`src/rtl/led_drv_pkg.sv`:
```
// ============================================================================
// led_drv_pkg: shared state encoding and default timing for led_pulse_drv.
// Revision: 1.0
// ============================================================================
`default_nettype none

package led_drv_pkg;

  localparam logic [1:0] ST_IDLE = 2'd0;
  localparam logic [1:0] ST_ON   = 2'd1;
  localparam logic [1:0] ST_OFF  = 2'd2;

  // 50 ms at 100 MHz
  localparam int LED_ON_50MS  = 5000000;
  localparam int LED_OFF_50MS = 5000000;

  typedef enum logic [1:0] {
    S_IDLE = ST_IDLE,
    S_ON   = ST_ON,
    S_OFF  = ST_OFF
  } led_state_e;

  function automatic int max_i(input int a, input int b);
    return (a > b) ? a : b;
  endfunction

endpackage

`default_nettype wire

```
`src/rtl/led_pulse_drv_edge_det.sv`:
```
// ============================================================================
// evt_edge_det: optional 2-flop input synchronizer (LED_PULSE_SYNC_IN_EN)
// followed by a rising-edge detector producing a one-cycle strobe.
// Revision: 1.0
// ============================================================================
`default_nettype none

module evt_edge_det (
  input  logic clk,
  input  logic rst_n,
  input  logic i_evt,
  output logic o_edge
);

  logic w_evt;
  logic r_prev;

`ifdef LED_PULSE_SYNC_IN_EN
  logic [1:0] r_sync;

  always_ff @(posedge clk) begin
    if (!rst_n) begin
      r_sync <= 2'b00;
    end else begin
      r_sync <= {r_sync[0], i_evt};
    end
  end

  assign w_evt = r_sync[1];
`else
  assign w_evt = i_evt;
`endif

  always_ff @(posedge clk) begin
    if (!rst_n) begin
      r_prev <= 1'b0;
    end else begin
      r_prev <= w_evt;
    end
  end

  assign o_edge = w_evt & ~r_prev;

endmodule

`default_nettype wire

```
`src/rtl/led_pulse_drv.sv`:
```
// ============================================================================
// led_pulse_drv: counts event rising edges and plays one LED blink per event
// with minimum on/off times. Optional input synchronizer: LED_PULSE_SYNC_IN_EN.
// Revision: 1.0
// ============================================================================
`default_nettype none

module led_pulse_drv
  import led_drv_pkg::*;
#(
  parameter int ON_CYCLES  = LED_ON_50MS,
  parameter int OFF_CYCLES = LED_OFF_50MS,
  parameter int CNT_W      = 8
) (
  input  logic             clk_100MHz,
  input  logic             rst_n,
  input  logic             evt_in,
  output logic             LED_Out,
  output logic             busy,
  output logic [CNT_W-1:0] pending,
  output logic             overflow
);

  localparam int TMR_W = $clog2(max_i(ON_CYCLES, OFF_CYCLES) + 1);

  localparam logic [TMR_W-1:0] c_ON_LOAD  = TMR_W'(ON_CYCLES - 1);
  localparam logic [TMR_W-1:0] c_OFF_LOAD = TMR_W'(OFF_CYCLES - 1);
  localparam logic [TMR_W-1:0] c_TMR_ONE  = TMR_W'(1);
  localparam logic [CNT_W-1:0] c_PEND_ONE = CNT_W'(1);
  localparam logic [CNT_W-1:0] c_PEND_MAX = '1;

  led_state_e       r_state, w_nxt_state;
  logic [TMR_W-1:0] r_timer, w_nxt_timer;
  logic             w_nxt_led;
  logic             w_start;
  logic             w_edge;

  evt_edge_det u_edge_det (
    .clk    (clk_100MHz),
    .rst_n  (rst_n),
    .i_evt  (evt_in),
    .o_edge (w_edge)
  );

  always_comb begin
    w_nxt_state = r_state;
    w_nxt_timer = r_timer;
    w_nxt_led   = LED_Out;
    w_start     = 1'b0;
    case (r_state)
      S_IDLE: begin
        if (pending != '0) w_start = 1'b1;
      end
      S_ON: begin
        if (r_timer != '0) begin
          w_nxt_timer = r_timer - c_TMR_ONE;
        end else begin
          w_nxt_state = S_OFF;
          w_nxt_timer = c_OFF_LOAD;
          w_nxt_led   = 1'b0;
        end
      end
      S_OFF: begin
        if (r_timer != '0) begin
          w_nxt_timer = r_timer - c_TMR_ONE;
        end else if (pending != '0) begin
          w_start = 1'b1;
        end else begin
          w_nxt_state = S_IDLE;
        end
      end
      default: begin
        w_nxt_state = S_IDLE;
        w_nxt_timer = '0;
        w_nxt_led   = 1'b0;
      end
    endcase
    // A blink start overrides whatever the state-specific branch chose.
    if (w_start) begin
      w_nxt_state = S_ON;
      w_nxt_timer = c_ON_LOAD;
      w_nxt_led   = 1'b1;
    end
  end

  always_ff @(posedge clk_100MHz) begin
    if (!rst_n) begin
      r_state <= S_IDLE;
      r_timer <= '0;
      LED_Out <= 1'b0;
      busy    <= 1'b0;
    end else begin
      r_state <= w_nxt_state;
      r_timer <= w_nxt_timer;
      LED_Out <= w_nxt_led;
      busy    <= (w_nxt_state != S_IDLE);
    end
  end

  // An edge and a blink start in the same cycle cancel, even when saturated.
  always_ff @(posedge clk_100MHz) begin
    if (!rst_n) begin
      pending  <= '0;
      overflow <= 1'b0;
    end else if (w_edge && !w_start) begin
      if (pending != c_PEND_MAX) begin
        pending <= pending + c_PEND_ONE;
      end else begin
        overflow <= 1'b1;
      end
    end else if (!w_edge && w_start) begin
      pending <= pending - c_PEND_ONE;
    end
  end

endmodule

`default_nettype wire

```
`config.mk`:
```
export PLATFORM = sky130hd
export DESIGN_NAME = led_pulse_drv
export DESIGN_NICKNAME = d
export VERILOG_FILES = /design/src/rtl/led_drv_pkg.sv /design/src/rtl/led_pulse_drv_edge_det.sv /design/src/rtl/led_pulse_drv.sv
export SDC_FILE = /design/constraint.sdc
export NUM_CORES = 1
export LEC_CHECK = 0
export CAP_MARGIN = 20
export CORE_MARGIN = 1.5
export CORE_UTILIZATION = 55
export CTS_BUF_LIST = sky130_fd_sc_hd__clkbuf_16
export DETAILED_ROUTE_END_ITERATION = 10
export HOLD_SLACK_MARGIN = 0.02
export PLACE_DENSITY = 0.75
export SETUP_SLACK_MARGIN = 0.3
export SLEW_MARGIN = 10
export SYNTH_ARGS = -nofsm -noshare
export SYNTH_HDL_FRONTEND = slang
export SYNTH_SLANG_ARGS = --single-unit
```
`constraint.sdc`:
```
create_clock -name clk_100MHz -period 4.25 [get_ports clk_100MHz]
set_input_delay 0.6375 -clock clk_100MHz [delete_from_list [all_inputs] [get_ports clk_100MHz]]
set_output_delay 0.6375 -clock clk_100MHz [all_outputs]
set_load 0.005 [all_outputs]
```
==> results by group, run 1 <==
Placed design
  • PortBufs: 13
  • Placed cells: 335
  • Final Wtd Congestion: 0.8087
  • Hpwl dp: 3.422 mm

Synth
  • Top_reg_cell synth: dfxtp_1
  • Most frequent cell after synthesis: dfxtp_1
  • Post-synth top area cell: dfxtp_1
  • Gate Count Post-Synth: 280
  • Register bit total from synthesis: 37
  • Synth area leaders: dfxtp_1 (32%), ha_1 (6.6%), nor2_1 (5.6%), a21oi_1 (5.0%), o21ai_0 (3.7%)
  • Synth warnings: 0
  • Synth Area per Inst: 8.164 um^2
  • Synth Cell Area: 2286 um^2
  • Synth Net Count: 296
  • Sequential share of the synthesized area: 32.40%
  • Share of the synthesized area in the top cell type: 32.40%
  • Post-synth cell types: 53
  • Asr flop ratio synth: 0%
  • Post-synth EDFFs: 0
  • Top post-synthesis cells by count: dfxtp_1 (37), nor2_1 (34), a21oi_1 (23), o21ai_0 (17), nand2_1 (15)

Power and ir drop
  • Int Power: 1.085 mW
  • Power share of the clock group: 18.3%
  • Switching fraction of total power: 43.24%
  • Sequential Power Share: 29.6%
  • Static Leakage: 0.9930 nW
  • Pwr dens: 739.9 nW/um^2
  • Peak VDD IR: 426.6 uV
  • Comb pwr share: 52.1%
  • NetSw: 0.8263 mW

Routing
  • Wire per inst: 14.22 um
  • Antenna Nets Post-Route: 0
  • Via count: 2008
  • First-pass detailed-route iteration total: 4
  • Drt total wl: 4.878 mm
  • Via density: 5.854
  • Drt drc: 0
  • Drt initial violations: 175

Setup path
  • Critical Path RT: 4.42 ns
  • Setup crit start kind: flop
  • Kind of critical path: reg2reg
  • Crit end category: flop
  • Critical Path AT: 3.68 ns
  • Worst Path Max Fanout: 7

Floorplanning
  • Initial core utilization: 57.15%
  • Chip width: 67.47 um
  • I/O pin count: 14
  • Die height: 67.47 um
  • Floorplan row count: 23
  • Core ar.: 4000 um^2
  • Die Footprint: 4552 um^2

Clocking
  • CTS Buffer Depth: 2
  • Clk slew on worst S/H paths: 0.06 ns
  • Setup bufs post-CTS: 0
  • Hold-fix buffers, CTS: 0
  • Clk root buf: clkbuf_16
  • Post_cts resized: 0
  • Clock Latency Late Sink: 0.28 ns
  • Inserted Clock Buffers: 5
  • H-tree depth: 2
  • Sink Count: 37
  • CTS tree: yes

Final layout
  • Layout cells sized above 1: 8.532%
  • Post-Layout Cell Count: 343
  • Fillers: 322
  • # nets final: 308
  • Sequential Area: 740.7 um^2
  • Diodes inserted: 0
  • Multi-input gate area: 1439 um^2
  • Synth-to-layout area growth: 12.97%

Global routing
  • Vias in the first global route: 1769
  • First-pass GRT wire length: 8.100 mm
  • Initial antenna violation count: 0
  • Grt ovf: 0
  • Total Routing Usage GR: 23.53%
  • Largest net degree at the start of global routing: 22

Timing
  • Final Setup Violations: 0
  • Post-layout min period: 3.503 ns
  • Fmax: 285.5 MHz
  • Final Cycle Share: 82.42%
  • Clock Skew: 0.004153 ns
  • Setup TNS: 0 ns
  • Hold Vio Cnt, Final: 0
  • Slew Viols, Final: 0
  • Worst-Margin Slew: 0.8838 ns
  • Slew HR: 40.95%
  • RSZ-0062 raised after global routing: no

Flow run
  • Max-cap violations: 0

Outcome
  • Status: finished, final reports clean

Hold path
  • Hold crit path type: reg2reg
[critical path, stage by stage (launching register included)]
cell,delay [ns]
dfxtp_1,0.32
inv_1,0.14
ha_1,0.17
nor4b_1,0.34
and4_4,0.35
a31o_4,0.21
nand2_1,0.11
nand2_1,0.26
ha_1,0.29
a21oi_1,0.19
o211ai_1,0.17
o41ai_1,0.37
mux2i_1,0.26
xor2_1,0.08
and2_1,0.15
[power by group through the flow]
| stage | Clock (mW) | Combinational, mW | Sequential (mW) |
|---|---|---|---|
| after floorplan | 0 | 0.775 | 0.549 |
| after global placement | 0 | 0.966 | 0.568 |
| final | 0.351 | 0.995 | 0.566 |
| after CTS | 0.359 | 0.993 | 0.563 |
| after detailed placement | 0 | 0.981 | 0.570 |
| after global routing | 0.371 | 1.11 | 0.586 |
[registers in the layout (all words and copies together), names as in the netlist]
signal and flops:
LED_Out 1, r_timer 23, r_state 2, pending 8, u_edge_det.r_prev 1, busy 1, overflow 1
[metrics by stage]
step | cell area, um^2 | setup WS [ns] | total power, mW | util [%] | hold slack (ns)
after floorplan | 2286 | 1.172 | 1.323 | - | 0.4378
after global placement | 2444 | 0.9350 | 1.534 | 61.09 | 0.4299
after detailed placement | 2444 | 0.8676 | 1.551 | 61.09 | 0.4533
after CTS | 2582 | 0.7552 | 1.915 | 64.56 | 0.4611
after global routing | 2582 | 0.3896 | 2.070 | 64.56 | 0.4948
final | 2582 | 0.7470 | 1.911 | 64.56 | 0.4522
[cells by family (layout without fill, tap and decap cells)]
family,after synthesis,in the layout,synth area share [%]
xor gates and xnor gates,15,15,5.747
buffers and inverters,24,37,4.652
and+or+nand+nor,115,115,27.64
AOI/OAI and AO/OA,75,75,21.68
adders and majority gates,13,13,7.444
muxes,1,1,0.4379
DFF,37,37,32.40
[layer usage]
metal  vias up  share of wire (%)  GRT usage (%)  wire length [um]
met3         9                4.0          4.333               195
met5         -                  0              0                 0
li1       1039                  -              -                 -
met2        36                 44          37.38              2168
met1       924                 50          30.91              2423
met4         0                1.9          10.46                91
[area by class of cell]
class | count | share of cell area, %
timing repair buffer | 16 | 5.911
clock inverter | 3 | 0.5329
clock buffer | 5 | 4.845
sequential | 37 | 28.68
tap | 50 | 2.422
inverter | 13 | 1.890
multi-input combinational | 219 | 55.72
[path summary, 6_finish.rpt]
| path | from | to | slack [ns] | depth (start not counted) |
|---|---|---|---|---|
| worst max-delay path | r_timer[0]$_SDFFE_PN0P_ | pending[7]$_SDFFE_PN0P_ | 0.75 | 14 |
| worst min-delay path | LED_Out$_SDFFE_PN0P_ | LED_Out$_SDFFE_PN0P_ | 0.45 | 2 |
| worst max register to register | r_timer[0]$_SDFFE_PN0P_ | pending[7]$_SDFFE_PN0P_ | 0.75 | 14 |
| worst min register to register | LED_Out$_SDFFE_PN0P_ | LED_Out$_SDFFE_PN0P_ | 0.45 | 2 |
[placed cells by master (no fill, tap or decap), types with 2 or more instances in the layout]
master,instances
o21ai_0,17
clkbuf_16,5
nand2b_1,5
a21oi_1,23
nand3_1,14
nor3b_1,2
buf_4,3
nand2_1,15
nor3_1,7
xnor2_1,7
clkdlybuf4s50_1,13
nand4_1,4
nor2b_1,2
nand4b_1,3
xor2_1,8
ha_1,12
o221a_1,2
inv_1,14
nor3_2,2
a31o_2,2
o21ai_1,9
nor4_1,8
a31oi_1,3
o21a_1,2
nor2_1,34
and2_1,8
clkinv_2,2
o31a_1,2
or3_1,2
o211ai_1,3
dfxtp_1,37
Power figures use the tool's default switching activity.
==> run 2, diff against run 1 <==
- CORE_UTILIZATION: 55 -> 53
- clock period: 4.25 -> 3.1 ns (I/O delays scaled with it)
==> run 2 against run 1 <==
- cell count increased by 5.0%
- total power grew 53%
- non-clock buffer count grew 17
- count of clock-buffer cells in the layout unchanged
- clock power rose by 35%
- first-iteration DRC count shrank 39%
- utilization up 4.7 points
- sequential cell count stayed put
- critical endpoint unchanged
- largest cell class unchanged
- largest power group unchanged
==> results by group, run 2 (same netlist as run 1, synthesis figures left out) <==
Outcome
  • Status: finished, final reports clean

Setup path
  • Worst Path Max Fanout: 6 (-1)
  • Worst reg2reg setup slack: 0.36 ns (-0.39 ns)
  • Setup crit start kind: flop
  • Reg-to-reg endpoint: pending[7]$_SDFFE_PN0P_
  • Worst reg2reg path startpoint: r_timer[0]$_SDFFE_PN0P_
  • FF-to-FF path depth: 14 (unchanged)
  • Crit end category: flop
  • Critical Path AT: 2.91 ns (-0.77 ns)
  • Kind of critical path: reg2reg
  • Critical Path RT: 3.27 ns (-1.15 ns)

Final layout
  • Regs by FF count: r_timer x23, pending x8, r_state x2
  • Diodes inserted: 0 (unchanged)
  • Largest register FFs: 23 (unchanged)
  • # nets final: 325 (+5.5%)
  • Commonest non-fill, non-tap cell in the layout: dfxtp_1
  • Largest reg by FF count: r_timer
  • Layout cells sized above 1: 18.71% (+10 points)
  • Synth-to-layout area growth: 23.86%
  • Most frequent cells in the layout: dfxtp_1 (35), nor2_1 (34), a21oi_1 (21), buf_4 (20), o21ai_0 (17)

Clocking
  • Clk slew on worst S/H paths: 0.06 ns (about the same)
  • Clock Latency Late Sink: 0.28 ns (about the same)
  • CTS Buffer Depth: 2 (unchanged)
  • Sink Count: 37 (unchanged)
  • CTS tree: yes
  • Hold-fix buffers, CTS: 0 (unchanged)
  • Inserted Clock Buffers: 5 (unchanged)
  • Clk root buf: clkbuf_16
  • H-tree depth: 2 (unchanged)

Global routing
  • First-pass GRT wire length: 8.811 mm (+8.8%)
  • Largest net degree at the start of global routing: 20 (-9.1%)
  • Grt ovf: 0 (unchanged)
  • Vias in the first global route: 1899 (+7.3%)
  • Total Routing Usage GR: 24.70% (+1.2 points)
  • Initial antenna violation count: 0 (unchanged)

Hold path
  • Hold depth: 2 (unchanged)
  • Hold crit path type: reg2reg
  • Hold endpoint: LED_Out$_SDFFE_PN0P_
  • HP Start: LED_Out$_SDFFE_PN0P_

Timing
  • Hold Vio Cnt, Final: 0 (unchanged)
  • Final Setup Violations: 0 (unchanged)
  • Clock Skew: 0.004727 ns (+0.0005739 ns)
  • Fmax: 364.6 MHz (+28%)
  • Setup TNS: 0 ns (unchanged)
  • WHS: 0.4411 ns (-0.01110 ns)
  • Slew Viols, Final: 0 (unchanged)
  • Final Cycle Share: 88.48% (+6.1 points)
  • RSZ-0062 raised after global routing: yes
  • Post-layout min period: 2.743 ns (-0.7600 ns)
  • Slew HR: 49.46% (+8.5 points)
  • Worst-Margin Slew: 0.7558 ns (-0.1281 ns)

Placed design
  • Hpwl dp: 3.729 mm (+9.0%)
  • Final Wtd Congestion: 0.7957 (-1.6%)
  • PortBufs: 13 (unchanged)

Routing
  • Antenna Nets Post-Route: 0 (unchanged)
  • Drt total wl: 5.269 mm (+8.0%)
  • Via count: 2122 (+5.7%)
  • First-pass detailed-route iteration total: 4 (unchanged)
  • Via density: 5.894 (+0.69%)
  • Drt drc: 0 (unchanged)
  • Drt initial violations: 107 (-39%)
  • Wire per inst: 14.64 um (+2.9%)

Flow run
  • Max-cap violations: 0 (unchanged)

Power and ir drop
  • Comb pwr share: 56.5% (+4.4 points)
  • Pwr dens: 1031 nW/um^2 (+39%)
  • Static Leakage: 1.101 nW (+11%)
  • NetSw: 1.229 mW (+49%)
  • Peak VDD IR: 540.5 uV (+27%)
  • Switching fraction of total power: 42.11% (-1.1 points)
  • Sequential Power Share: 27.2% (-2.4 points)
  • Power share of the clock group: 16.2% (-2.1 points)
  • Int Power: 1.689 mW (+56%)

Floorplanning
  • Chip width: 68.68 um (+1.8%)
  • Die Footprint: 4716 um^2 (+3.6%)
  • Die height: 68.68 um (+1.8%)
  • I/O pin count: 14 (unchanged)
  • Initial core utilization: 55.94% (-1.2 points)
  • Core ar.: 4086 um^2 (+2.2%)
  • Floorplan row count: 23 (unchanged)
## run 2: area by class of cell
| cell class | count | area [um^2] |
|---|---|---|
| clock buffer | 5 | 125.1 |
| fill | 342 | 1255 |
| clock inverter | 3 | 11.26 |
| sequential | 37 | 743.2 |
| inverter | 13 | 48.80 |
| timing repair buffer | 33 | 280.3 |
| multi-input combinational | 219 | 1560 |
| tap | 50 | 62.56 |
## run 2: power by group through the flow
| stage | Clock [mW] | Combinational, mW | Sequential, mW |
|---|---|---|---|
| 2_1_floorplan | 0 | 1.15 | 0.765 |
| 3_3_place_gp | 0 | 1.49 | 0.784 |
| 3_5_place_dp | 0 | 1.53 | 0.785 |
| 4_1_cts | 0.478 | 1.63 | 0.790 |
| 5_1_grt | 0.496 | 1.83 | 0.812 |
| 6_report | 0.474 | 1.65 | 0.794 |
## run 2: how the worst max path moves through the flow
stage / startpoint / to / slack [ns] / depth (start not counted)
finish: r_timer[0]$_SDFFE_PN0P_ / pending[7]$_SDFFE_PN0P_ / 0.36 / 14
global placement: r_timer[1]$_SDFFE_PN0P_ / pending[7]$_SDFFE_PN0P_ / 0.20 / 14
global route: r_timer[0]$_SDFFE_PN0P_ / pending[7]$_SDFFE_PN0P_ / 0.22 / 14
CTS: r_timer[0]$_SDFFE_PN0P_ / pending[7]$_SDFFE_PN0P_ / 0.30 / 14
floorplan: r_timer[5]$_SDFFE_PN0P_ / pending[7]$_SDFFE_PN0P_ / 0.32 / 12
detailed placement: r_timer[1]$_SDFFE_PN0P_ / pending[7]$_SDFFE_PN0P_ / 0.07 / 14
## run 2: critical path: stages, from the launching register on
cell and delay [ns]:
dfxtp_2 0.32, inv_2 0.06, ha_1 0.14, nor4b_4 0.22, and4_4 0.27, a31o_4 0.16, nand2_4 0.07, nand2_8 0.10
ha_4 0.20, a21oi_2 0.13, o211ai_1 0.13, o41ai_2 0.33, mux2i_1 0.26, xor2_1 0.09, and2_1 0.15
## run 2: routing by layer
layer	vias up	GRT usage (%)	wire (um)
li1	1074	-	-
met1	1001	31.61	2397
met2	37	42.67	2553
met3	10	3.896	233
met4	0	7.000	84
met5	-	0	0
## run 2: what timing repair did
item	CTS	global route
setup endpoints to repair	2	2
pin swaps	7	4
resized for setup	7	3
setup buffers	9	0
## run 2: per-stage QoR
| step | instances | setup WS (ns) | total power [mW] | utilization, % | area [um^2] |
|---|---|---|---|---|---|
| 2_1_floorplan | 280 | 0.3173 | 1.911 | - | 2377 |
| 3_3_place_gp | 343 | 0.1952 | 2.278 | 63.50 | 2595 |
| 3_5_place_dp | 343 | 0.07025 | 2.313 | 63.50 | 2595 |
| 4_1_cts | 360 | 0.2953 | 2.901 | 69.11 | 2824 |
| 5_1_grt | 360 | 0.2164 | 3.136 | 69.29 | 2831 |
| 6_report | 360 | 0.3570 | 2.918 | 69.29 | 2831 |
==> run 3, diff against run 2 <==
- CTS_CLUSTER_DIAMETER: default -> 150
- SYNTH_HIERARCHICAL: default -> 1
==> run 3 against run 2 <==
- wire length is 9.8% higher
- critical path type unchanged
- global-route usage increased by 0.055 points
- non-clock buffer count did not move
- critical path depth did not move
- highest routed layer unchanged
- synthesized cell count fell by 1.1%
- clock skew grew 0.0028 ns
- cell area increased by 3.2%
- count of clock-buffer cells in the layout stayed put
- largest power group unchanged
- sequential cell count unchanged
==> results by group, run 3 <==
Clocking
  • H-tree depth: 2 (unchanged)
  • Hold-fix buffers, CTS: 0 (unchanged)
  • Clock Latency Late Sink: 0.29 ns (about the same)
  • CTS tree: yes
  • Sink Count: 37 (unchanged)
  • Clk root buf: clkbuf_16
  • Clk slew on worst S/H paths: 0.06 ns (about the same)
  • Inserted Clock Buffers: 5 (unchanged)
  • CTS Buffer Depth: 2 (unchanged)

Synth
  • Top post-synthesis cells by count: dfxtp_1 (37), nor2_1 (35), a21oi_1 (20), nand2_1 (15), o21ai_0 (15)
  • Synth Area per Inst: 8.402 um^2 (+2.9%)
  • Post-synth top area cell: dfxtp_1
  • Asr flop ratio synth: 0% (unchanged)
  • Gate Count Post-Synth: 277 (-1.1%)
  • Most frequent cell after synthesis: dfxtp_1
  • Register bit total from synthesis: 37 (unchanged)
  • Synth warnings: 6 (+6)
  • Synth area leaders: dfxtp_1 (32%), ha_1 (6.5%), nor2_1 (5.6%), xnor2_1 (5.3%), a21oi_1 (4.3%)
  • Synth Cell Area: 2327 um^2 (+1.8%)
  • Post-synth cell types: 61 (+15%)
  • Share of the synthesized area in the top cell type: 31.83% (-0.57 points)
  • Top_reg_cell synth: dfxtp_1
  • Synth Net Count: 293 (-1.0%)
  • Sequential share of the synthesized area: 31.83% (-0.57 points)
  • Post-synth EDFFs: 0 (unchanged)

Timing
  • Setup TNS: 0 ns (unchanged)
  • RSZ-0062 raised after global routing: yes
  • Hold Vio Cnt, Final: 0 (unchanged)
  • Worst-Margin Slew: 0.8141 ns (+0.05836 ns)
  • WHS: 0.4660 ns (+0.02491 ns)
  • Worst Slack Setup Final: 0.1443 ns (-0.2127 ns)
  • Fmax: 338.3 MHz (-7.2%)
  • Slew Viols, Final: 0 (unchanged)
  • Clock Skew: 0.007507 ns (+0.002780 ns)
  • Slew HR: 45.64% (-3.8 points)
  • Final Cycle Share: 95.35% (+6.9 points)
  • Final Setup Violations: 0 (unchanged)
  • Post-layout min period: 2.956 ns (+0.2127 ns)

Placed design
  • Area post-placement: 2624 um^2 (+1.1%)
  • Worst slack at placement: 0.1273 ns (+0.05705 ns)
  • Hpwl dp: 3.958 mm (+6.1%)
  • Placed cells: 343 (unchanged)
  • Final Wtd Congestion: 0.9165 (+15%)
  • PortBufs: 13 (unchanged)

Outcome
  • Status: finished, final reports clean

Setup path
  • Critical Path RT: 3.32 ns (+0.05 ns)
  • Worst Path Max Fanout: 7 (+1)
  • Critical Path AT: 3.17 ns (+0.26 ns)
  • Worst-path cell chain: inv_2 -> ha_1 -> or3b_4 -> nor4_4 -> a41o_2 -> nand2_4 -> nand2_8 -> ha_4 -> a21oi_4 -> o211ai_1 -> o41a_1 -> nand3b_1 -> nand3_1 -> nor3b_2
  • Worst reg2reg setup slack: 0.14 ns (-0.21 ns)
  • Kind of critical path: reg2reg
  • Slowest CP cell: or3b_4
  • Reg-to-reg endpoint: pending[7]$_SDFFE_PN0P_
  • Crit end category: flop
  • FF-to-FF path depth: 14 (unchanged)
  • Worst path max stage delay: 0.39 ns (+0.06 ns)
  • Worst reg2reg path startpoint: r_timer[1]$_SDFFE_PN0P_
  • Setup crit start kind: flop

Global routing
  • Total Routing Usage GR: 24.76% (+0.055 points)
  • Initial antenna violation count: 0 (unchanged)
  • Grt ovf: 0 (unchanged)
  • Vias in the first global route: 1982 (+4.4%)
  • Largest net degree at the start of global routing: 22 (+10%)
  • First-pass GRT wire length: 9.625 mm (+9.2%)

Final layout
  • Diodes inserted: 0 (unchanged)
  • Commonest non-fill, non-tap cell in the layout: dfxtp_1
  • Post-Layout Cell Count: 358 (-0.56%)
  • Layout cells sized above 1: 22.08% (+3.4 points)
  • Fillers: 324 (-5.3%)
  • Final Util: 71.02% (+1.7 points)
  • Multi-input gate area: 1594 um^2 (+2.2%)
  • Sequential Area: 743.2 um^2 (unchanged)
  • Finished Cell Area: 2923 um^2 (+3.2%)
  • Largest reg by FF count: r_timer
  • # nets final: 323 (-0.62%)
  • Most frequent cells in the layout: dfxtp_1 (35), nor2_1 (34), buf_4 (20), a21oi_1 (17)
  • Regs by FF count: r_timer x23, pending x8, r_state x2
  • Largest register FFs: 23 (unchanged)
  • Synth-to-layout area growth: 25.59%

Routing
  • Wire per inst: 16.16 um (+10%)
  • Drt drc: 0 (unchanged)
  • Via density: 6.059 (+2.8%)
  • Drt initial violations: 166 (+55%)
  • Via count: 2169 (+2.2%)
  • Antenna Nets Post-Route: 0 (unchanged)
  • First-pass detailed-route iteration total: 4 (unchanged)
  • Drt total wl: 5.786 mm (+9.8%)

Floorplanning
  • Die Footprint: 4798 um^2 (+1.7%)
  • Die height: 69.27 um (+0.86%)
  • I/O pin count: 14 (unchanged)
  • Floorplan row count: 23 (unchanged)
  • Chip width: 69.27 um (+0.86%)
  • Core ar.: 4115 um^2 (+0.70%)
  • Initial core utilization: 56.55% (+0.61 points)

Power and ir drop
  • Total power: 3.105 mW (+6.4%)
  • Static Leakage: 1.115 nW (+1.3%)
  • Pwr dens: 1062 nW/um^2 (+3.1%)
  • Peak VDD IR: 628.5 uV (+16%)

Flow run
  • Max-cap violations: 0 (unchanged)

Hold path
  • HP Start: overflow$_SDFFE_PN0P_
  • Hold crit path type: reg2reg
  • Hold depth: 2 (unchanged)
  • Hold endpoint: overflow$_SDFFE_PN0P_
run 3: final cells by class:
type	instances	share of cell area (%)
Sequential cell	37	25.43
Multi-Input combinational cell	216	54.54
Tap cell	50	2.140
Clock inverter	3	2.226
Clock buffer	5	4.281
Timing Repair Buffer	33	9.589
Inverter	14	1.798
run 3: worst max path at each step:
stage	from	to	depth (start not counted)
2_1_floorplan	r_timer[0]$_SDFFE_PN0P_	pending[7]$_SDFFE_PN0P_	15
3_3_place_gp	r_timer[0]$_SDFFE_PN0P_	pending[7]$_SDFFE_PN0P_	14
3_5_place_dp	r_timer[1]$_SDFFE_PN0P_	pending[7]$_SDFFE_PN0P_	14
4_1_cts	r_timer[0]$_SDFFE_PN0P_	pending[7]$_SDFFE_PN0P_	14
5_1_grt	r_timer[0]$_SDFFE_PN0P_	pending[7]$_SDFFE_PN0P_	14
6_report	r_timer[1]$_SDFFE_PN0P_	pending[7]$_SDFFE_PN0P_	14
run 3: logic make-up after synthesis:
kind of cell | after synthesis | share of synthesized area (%)
AO/OA/AOI/OAI | 72 | 20.97
XOR/XNOR | 19 | 7.151
adder cells (fa/ha/maj) | 13 | 7.312
buffers and inverters | 24 | 5.430
flip-flops | 37 | 31.83
multiplexers | 2 | 0.8602
AND/OR/NAND/NOR | 110 | 26.45
run 3: layer usage:
layer / track usage (%) / vias to the layer above / wire, um
met3: 5.378 / 7 / 266
met2: 39.21 / 54 / 2725
met5: 0 / - / 0
met1: 32.67 / 1034 / 2713
met4: 10.02 / 0 / 79
li1: - / 1074 / -
run 3: critical path: cells and delay by family (launching register included):
family	cells	cell delay, ns
simple gates	7	1.29
compound gates	4	0.85
fa+ha+maj	2	0.34
flops	1	0.33
buf+inv	1	0.07
run 3: what timing repair did:
| item | 4_1_cts | 5_1_grt |
|---|---|---|
| setup buffers | 2 | 5 |
| endpoints found under the setup margin | 1 | 3 |
| pin swaps | 4 | 0 |
| gates resized for setup | 9 | 6 |
run 3: where the power goes:
| group | internal, mW | switching (mW) | total (mW) |
|---|---|---|---|
| logic | 0.792 | 0.872 | 1.66 |
| registers | 0.607 | 0.167 | 0.774 |
| clock network | 0.460 | 0.208 | 0.667 |
| total | 1.86 | 1.25 | 3.11 |
